==> config.mk <==
export PLATFORM = sky130hd
export DESIGN_NAME = writeback_flat
export DESIGN_NICKNAME = d
export VERILOG_FILES = /design/src/rtl/tensor_core_types_pkg.sv /design/src/rtl/writeback_if.sv /design/src/rtl/writeback.sv /design/src/flat_wrapper.sv
export SDC_FILE = /design/constraint.sdc
export NUM_CORES = 1
export LEC_CHECK = 0
export CORE_MARGIN = 4
export CORE_UTILIZATION = 35
export CTS_CLUSTER_SIZE = 28
export DETAILED_ROUTE_END_ITERATION = 8
export GPL_TIMING_DRIVEN = 0
export PLACE_DENSITY = 0.79
export RECOVER_POWER = 25
export SLEW_MARGIN = 25
export SYNTH_ARGS = -nofsm -noshare
export SYNTH_HDL_FRONTEND = slang
export SYNTH_SLANG_ARGS = --single-unit
==> constraint.sdc <==
create_clock -name CLK -period 1.64 [get_ports CLK]
set_input_delay 0.41 -clock CLK [delete_from_list [all_inputs] [get_ports CLK]]
set_output_delay 0.41 -clock CLK [all_outputs]
set_load 0.02 [all_outputs]
==> src/rtl/tensor_core_types_pkg.sv <==
// -----------------------------------------------------------------------------
// tensor_core_types_pkg
// Shared widths and types for the scalar side of the tensor-core pipeline.
//   WORD_W   : scalar data word width (ALU result, load data, write data)
//   REG_AW   : scalar register index width (32 registers)
//   wb_out_t : register-file write port driven by the writeback stage
// -----------------------------------------------------------------------------
package tensor_core_types_pkg;

  localparam int WORD_W = 32;
  localparam int REG_AW = 5;

  typedef struct packed {
    logic              s_rw_en;
    logic [REG_AW-1:0] s_rw;
    logic [WORD_W-1:0] s_wdata;
  } wb_out_t;

endpackage : tensor_core_types_pkg

==> src/rtl/writeback_if.sv <==
// -----------------------------------------------------------------------------
// writeback_if
// Bundle between execute/memory stages, the writeback stage and the register
// file.
//   alu_ready / alu_out / reg_sel_alu      : ALU result and its destination
//   load_ready / dmemload / reg_sel_load   : load data and its destination
//   alu_stall                              : ALU result not taken this cycle
//   wb_out                                 : registered register-file write
// Modports: wb (writeback stage side), tb (environment side).
// -----------------------------------------------------------------------------
interface writeback_if;
  import tensor_core_types_pkg::*;

  logic              alu_ready;
  logic [WORD_W-1:0] alu_out;
  logic [REG_AW-1:0] reg_sel_alu;
  logic              load_ready;
  logic [WORD_W-1:0] dmemload;
  logic [REG_AW-1:0] reg_sel_load;
  logic              alu_stall;
  wb_out_t           wb_out;

  modport wb (
    input  alu_ready, alu_out, reg_sel_alu,
    input  load_ready, dmemload, reg_sel_load,
    output alu_stall, wb_out
  );

  modport tb (
    output alu_ready, alu_out, reg_sel_alu,
    output load_ready, dmemload, reg_sel_load,
    input  alu_stall, wb_out
  );

endinterface : writeback_if

==> src/rtl/writeback.sv <==
// -----------------------------------------------------------------------------
// writeback
// Scalar writeback stage. Each cycle picks the load result (priority) or the
// ALU result and registers a single register-file write.
//   CLK  : clock, rising edge
//   RST  : synchronous active-high reset of the output register
//   wbif : writeback_if.wb
//          inputs  alu_ready, alu_out, reg_sel_alu,
//                  load_ready, dmemload, reg_sel_load
//          outputs alu_stall (combinational), wb_out (registered)
// Widths come from tensor_core_types_pkg (WORD_W = 32, REG_AW = 5).
// -----------------------------------------------------------------------------
module writeback
  import tensor_core_types_pkg::*;
(
  input logic     CLK,
  input logic     RST,
  writeback_if.wb wbif
);

  wb_out_t wb_out_r;
  wb_out_t wb_next_s;
  logic    alu_stall_s;

  // Next write selection: load beats ALU; idle cycles keep index/data.
  always_comb begin
    wb_next_s         = wb_out_r;
    wb_next_s.s_rw_en = 1'b0;
    if (wbif.load_ready) begin
      wb_next_s.s_rw_en = 1'b1;
      wb_next_s.s_rw    = wbif.reg_sel_load;
      wb_next_s.s_wdata = wbif.dmemload;
    end else if (wbif.alu_ready) begin
      wb_next_s.s_rw_en = 1'b1;
      wb_next_s.s_rw    = wbif.reg_sel_alu;
      wb_next_s.s_wdata = wbif.alu_out;
    end else begin
      wb_next_s.s_rw_en = 1'b0;
    end
    // r0 is hard-wired zero: never write it, arbitration is unaffected.
    if (wb_next_s.s_rw == {REG_AW{1'b0}}) begin
      wb_next_s.s_rw_en = 1'b0;
    end else begin
      wb_next_s.s_rw_en = wb_next_s.s_rw_en;
    end
  end

  // ALU loses when a load is present; nothing is buffered, upstream holds.
  always_comb begin
    alu_stall_s = wbif.alu_ready & wbif.load_ready & ~RST;
  end

  // Output register with synchronous reset.
  always_ff @(posedge CLK) begin
    if (RST) begin
      wb_out_r <= '{s_rw_en: 1'b0, s_rw: {REG_AW{1'b0}}, s_wdata: {WORD_W{1'b0}}};
    end else begin
      wb_out_r <= wb_next_s;
    end
  end

  assign wbif.alu_stall = alu_stall_s;
  assign wbif.wb_out    = wb_out_r;

endmodule : writeback

==> src/flat_wrapper.sv <==
// flat-port wrapper written by rule: the top's interface ports become plain ports
module writeback_flat import tensor_core_types_pkg::*;
  (CLK, RST, wbif_alu_ready, wbif_alu_out, wbif_reg_sel_alu, wbif_load_ready, wbif_dmemload, wbif_reg_sel_load, wbif_alu_stall, wbif_wb_out);
  writeback_if wbif_i ();
  input logic CLK;
  input logic RST;
  input wire logic [$bits(wbif_i.alu_ready)-1:0] wbif_alu_ready;
  input wire logic [$bits(wbif_i.alu_out)-1:0] wbif_alu_out;
  input wire logic [$bits(wbif_i.reg_sel_alu)-1:0] wbif_reg_sel_alu;
  input wire logic [$bits(wbif_i.load_ready)-1:0] wbif_load_ready;
  input wire logic [$bits(wbif_i.dmemload)-1:0] wbif_dmemload;
  input wire logic [$bits(wbif_i.reg_sel_load)-1:0] wbif_reg_sel_load;
  output wire logic [$bits(wbif_i.alu_stall)-1:0] wbif_alu_stall;
  output wire logic [$bits(wbif_i.wb_out)-1:0] wbif_wb_out;
  assign wbif_i.alu_ready = wbif_alu_ready;
  assign wbif_i.alu_out = wbif_alu_out;
  assign wbif_i.reg_sel_alu = wbif_reg_sel_alu;
  assign wbif_i.load_ready = wbif_load_ready;
  assign wbif_i.dmemload = wbif_dmemload;
  assign wbif_i.reg_sel_load = wbif_reg_sel_load;
  assign wbif_alu_stall = wbif_i.alu_stall;
  assign wbif_wb_out = wbif_i.wb_out;
  writeback u_core (.CLK(CLK), .RST(RST), .wbif(wbif_i));
endmodule
==> flow_results.xml <==
<?xml version="1.0" encoding="UTF-8"?>
<metrics>
  <group name="critical_path">
    <metric name="critical_path.endpoint_type" unit="">output pin</metric>
    <metric name="worst_r2r_startpoint" unit="">u_core.wbif.wb_out[34]$_SDFF_PP0_</metric>
    <metric name="data_required_time_of_the_worst_path" unit="ns">1.23</metric>
    <metric name="critical_path_peak_fanout" unit="">10</metric>
    <metric name="critPathArrivalTime" unit="ns">1.18</metric>
    <metric name="worstSetupStartpoint" unit="">wbif_alu_ready</metric>
    <metric name="setup.worst_path.class" unit="">in2out</metric>
    <metric name="worstSetupStartpointType" unit="">input pin</metric>
  </group>
  <group name="logic_synthesis">
    <metric name="post-synth-top-area-fraction" unit="">0.4415</metric>
    <metric name="synthesis.area_per_instance" unit="um^2">8.204</metric>
    <metric name="count_of_warnings_emitted_by_yosys" unit="">0</metric>
    <metric name="synth_ff_type" unit="">dfxtp_1</metric>
    <metric name="post_synthesis_instance_area" unit="um^2">1723</metric>
    <metric name="synth-async-reset-ratio" unit="">0</metric>
    <metric name="synth_top_cells_by_count" unit="">nor2_1 (78), dfxtp_1 (38), mux2i_1 (37)</metric>
    <metric name="synth_cells" unit="">210</metric>
    <metric name="syn_nets" unit="">288</metric>
    <metric name="synthMostInstantiatedCell" unit="">nor2_1</metric>
    <metric name="ys_ff_latch" unit="">38</metric>
    <metric name="synth_unique_cells" unit="">12</metric>
    <metric name="synthTopCellsByArea" unit="">dfxtp_1 (44%), mux2i_1 (21%), nor2_1 (17%), a21oi_1 (10%), clkbuf_1 (2.2%)</metric>
    <metric name="synth_enable_flop_cells" unit="">0</metric>
    <metric name="synth_sequential_area_ratio" unit="">0.4415</metric>
    <metric name="yosysTopAreaCell" unit="">dfxtp_1</metric>
  </group>
  <group name="route">
    <metric name="final_antenna_net_count" unit="">0</metric>
    <metric name="dr.first_iter.drc_count" unit="">48</metric>
    <metric name="detail_route.first_pass.iterations" unit="">4</metric>
    <metric name="wl_per_cell" unit="um">13.96</metric>
    <metric name="route.detailed.drc" unit="">0</metric>
    <metric name="finalWirelength" unit="um">5582</metric>
    <metric name="avgViaCountPerCell" unit="">4.688</metric>
    <metric name="via_count" unit="">1875</metric>
  </group>
  <group name="finish">
    <metric name="nets" unit="">412</metric>
    <metric name="utilization" unit="">0.6316</metric>
    <metric name="largest_register_ffs" unit="">38</metric>
    <metric name="antennaDiodeCount" unit="">0</metric>
    <metric name="stdcell_area" unit="um^2">3003</metric>
    <metric name="n_fill_cell" unit="">470</metric>
    <metric name="layout-area-overhead-vs-synth" unit="%">74.29</metric>
    <metric name="post_route_cells_drive_above_1_share" unit="">0.06607</metric>
  </group>
  <group name="floorplanning">
    <metric name="pin_count" unit="">117</metric>
    <metric name="die-width" unit="um">78.16</metric>
    <metric name="floorplan.initialDensity" unit="">0.3624</metric>
    <metric name="die_height" unit="um">78.16</metric>
    <metric name="design.core.area" unit="um^2">4755</metric>
    <metric name="floorplan.rows" unit="">25</metric>
    <metric name="die_area" unit="um^2">6109</metric>
  </group>
  <group name="place">
    <metric name="dp.final_hpwl" unit="um">4078</metric>
    <metric name="detailed_place.area" unit="um^2">2960</metric>
    <metric name="post_place_setup_slack" unit="ns">-1.265</metric>
    <metric name="io_buffer_count" unit="">115</metric>
    <metric name="routabilityCongestion" unit="">0.7635</metric>
  </group>
  <group name="clock_tree">
    <metric name="max-clock-path-buffers" unit="">2</metric>
    <metric name="cts.sink_count" unit="">38</metric>
    <metric name="inserted_clock_buffers" unit="">5</metric>
    <metric name="cts.clk_slew.worst_paths" unit="ns">0.08</metric>
    <metric name="clock_insertion_delay_worst_skew" unit="ns">0.28</metric>
    <metric name="htreeDepth" unit="">2</metric>
    <metric name="cts.hold.buffers_added" unit="">0</metric>
    <metric name="tritoncts" unit="">built</metric>
    <metric name="cts.root.buffer_cell" unit="">clkbuf_8</metric>
  </group>
  <group name="timing">
    <metric name="worst-slew-pin-transition" unit="ns">0.5003</metric>
    <metric name="slew_violations" unit="">0</metric>
    <metric name="finalHoldViolations" unit="">0</metric>
    <metric name="finClkSkew" unit="ns">0.001613</metric>
    <metric name="timing.final.crit_period" unit="ns">1.591</metric>
    <metric name="hold_slack" unit="ns">0.4577</metric>
    <metric name="fraction_of_the_cycle_the_final_worst_path_needs" unit="">0.9698</metric>
    <metric name="timing.max_slew.rel_slack" unit="">0.6664</metric>
    <metric name="grt_setup_unrepaired" unit="">false</metric>
    <metric name="final.setup.worst_slack" unit="ns">0.04947</metric>
    <metric name="final-setup-viol-count" unit="">0</metric>
    <metric name="max_freq" unit="GHz">0.6287</metric>
  </group>
  <group name="global_route">
    <metric name="track_usage" unit="">0.1729</metric>
    <metric name="first_global_vias" unit="">1851</metric>
    <metric name="grt_max_degree" unit="">11</metric>
    <metric name="grt-ovfl-total" unit="">0</metric>
    <metric name="grt_pass1_wl" unit="um">8625</metric>
    <metric name="antenna_found_initial" unit="">0</metric>
  </group>
  <group name="power_and_ir_drop">
    <metric name="ir_worst_vdd" unit="V">0.0004449</metric>
    <metric name="power.static_leakage" unit="nW">1.430</metric>
    <metric name="power_density" unit="nW/um^2">745.1</metric>
    <metric name="power.total" unit="mW">2.237</metric>
  </group>
  <group name="worst_hold_path">
    <metric name="holdCritPathClass" unit="">in2reg</metric>
    <metric name="min_from" unit="">RST</metric>
  </group>
  <group name="outcome">
    <metric name="run_status" unit="">completed</metric>
  </group>
  <group name="flow_run">
    <metric name="timing.max_cap.violations" unit="">0</metric>
  </group>
</metrics>
[power by group]
group | switching, mW | internal [mW]
Sequential | 0.0273 | 0.985
Combinational | 0.278 | 0.324
Clock | 0.299 | 0.324
Total | 0.604 | 1.63
[layout by cell type, fill, tap and decap left out, types with 2 or more instances in the layout]
cell,netlist,final
and2_1,2,2
nor2_1,78,77
dlygate4sd2_1,0,18
buf_6,1,2
clkbuf_2,0,2
buf_2,2,2
mux2i_1,37,37
clkbuf_1,10,20
clkbuf_8,0,7
clkdlybuf4s50_1,0,74
dlymetal6s2s_1,0,7
buf_4,3,5
dfxtp_1,38,38
a21oi_1,35,35
[kinds of logic (layout without fill, tap and decap cells)]
group / after synthesis / after routing / synth area share
simple gates: 81 / 81 / 0.1794
compound gates: 38 / 38 / 0.1169
flops: 38 / 38 / 0.4415
mux: 37 / 37 / 0.2150
buf+inv: 16 / 139 / 0.04721
[metrics by stage]
step	setup TNS [ns]	std cells
6_report	0	400
5_1_grt	0	400
4_1_cts	0	400
3_5_place_dp	-14.17	392
3_3_place_gp	-14.14	392
2_1_floorplan	0	210
[per-layer routing]
metal | share of wire | track usage
met5 | 0 | 0
met4 | 0.0021 | 0.03846
met3 | 0.075 | 0.05963
met2 | 0.49 | 0.2928
met1 | 0.43 | 0.2115
[path summary, 6_finish.rpt]
kind	to	slack (ns)	cells after the start
setup reg to reg	u_core.wbif.wb_out[37]$_SDFF_PP0_	0.48	4
setup / recovery	wbif_alu_stall	0.05	6
hold / removal	u_core.wbif.wb_out[37]$_SDFF_PP0_	0.46	2
hold reg to reg	u_core.wbif.wb_out[3]$_SDFFE_PP0P_	0.61	4
[final cells by class]
| class | count | area, um^2 | area share |
|---|---|---|---|
| repair buffers | 117 | 1074 | 0.3575 |
| multi-input cells | 156 | 889.6 | 0.2962 |
| plain buffers | 16 | 112.6 | 0.03750 |
| clock buffers | 6 | 82.58 | 0.02750 |
| flip-flops and latches | 38 | 760.7 | 0.2533 |
| well taps | 67 | 83.83 | 0.02792 |
[critical path, cell delays in order]
cell and delay, ns:
clkdlybuf4s15_2 0.23, buf_6 0.13, buf_12 0.13, nand2_1 0.07
nor2_2 0.07, buf_4 0.14
[what timing repair did]
| item | CTS | global route |
|---|---|---|
| hold endpoints to repair | 0 | 0 |
| buffers inserted | 2 | 0 |
| gates cloned | 0 | 0 |
| endpoints found under the setup margin | 48 | 22 |
| gates resized for setup | 37 | 25 |
(Power assumes the default switching activity.)
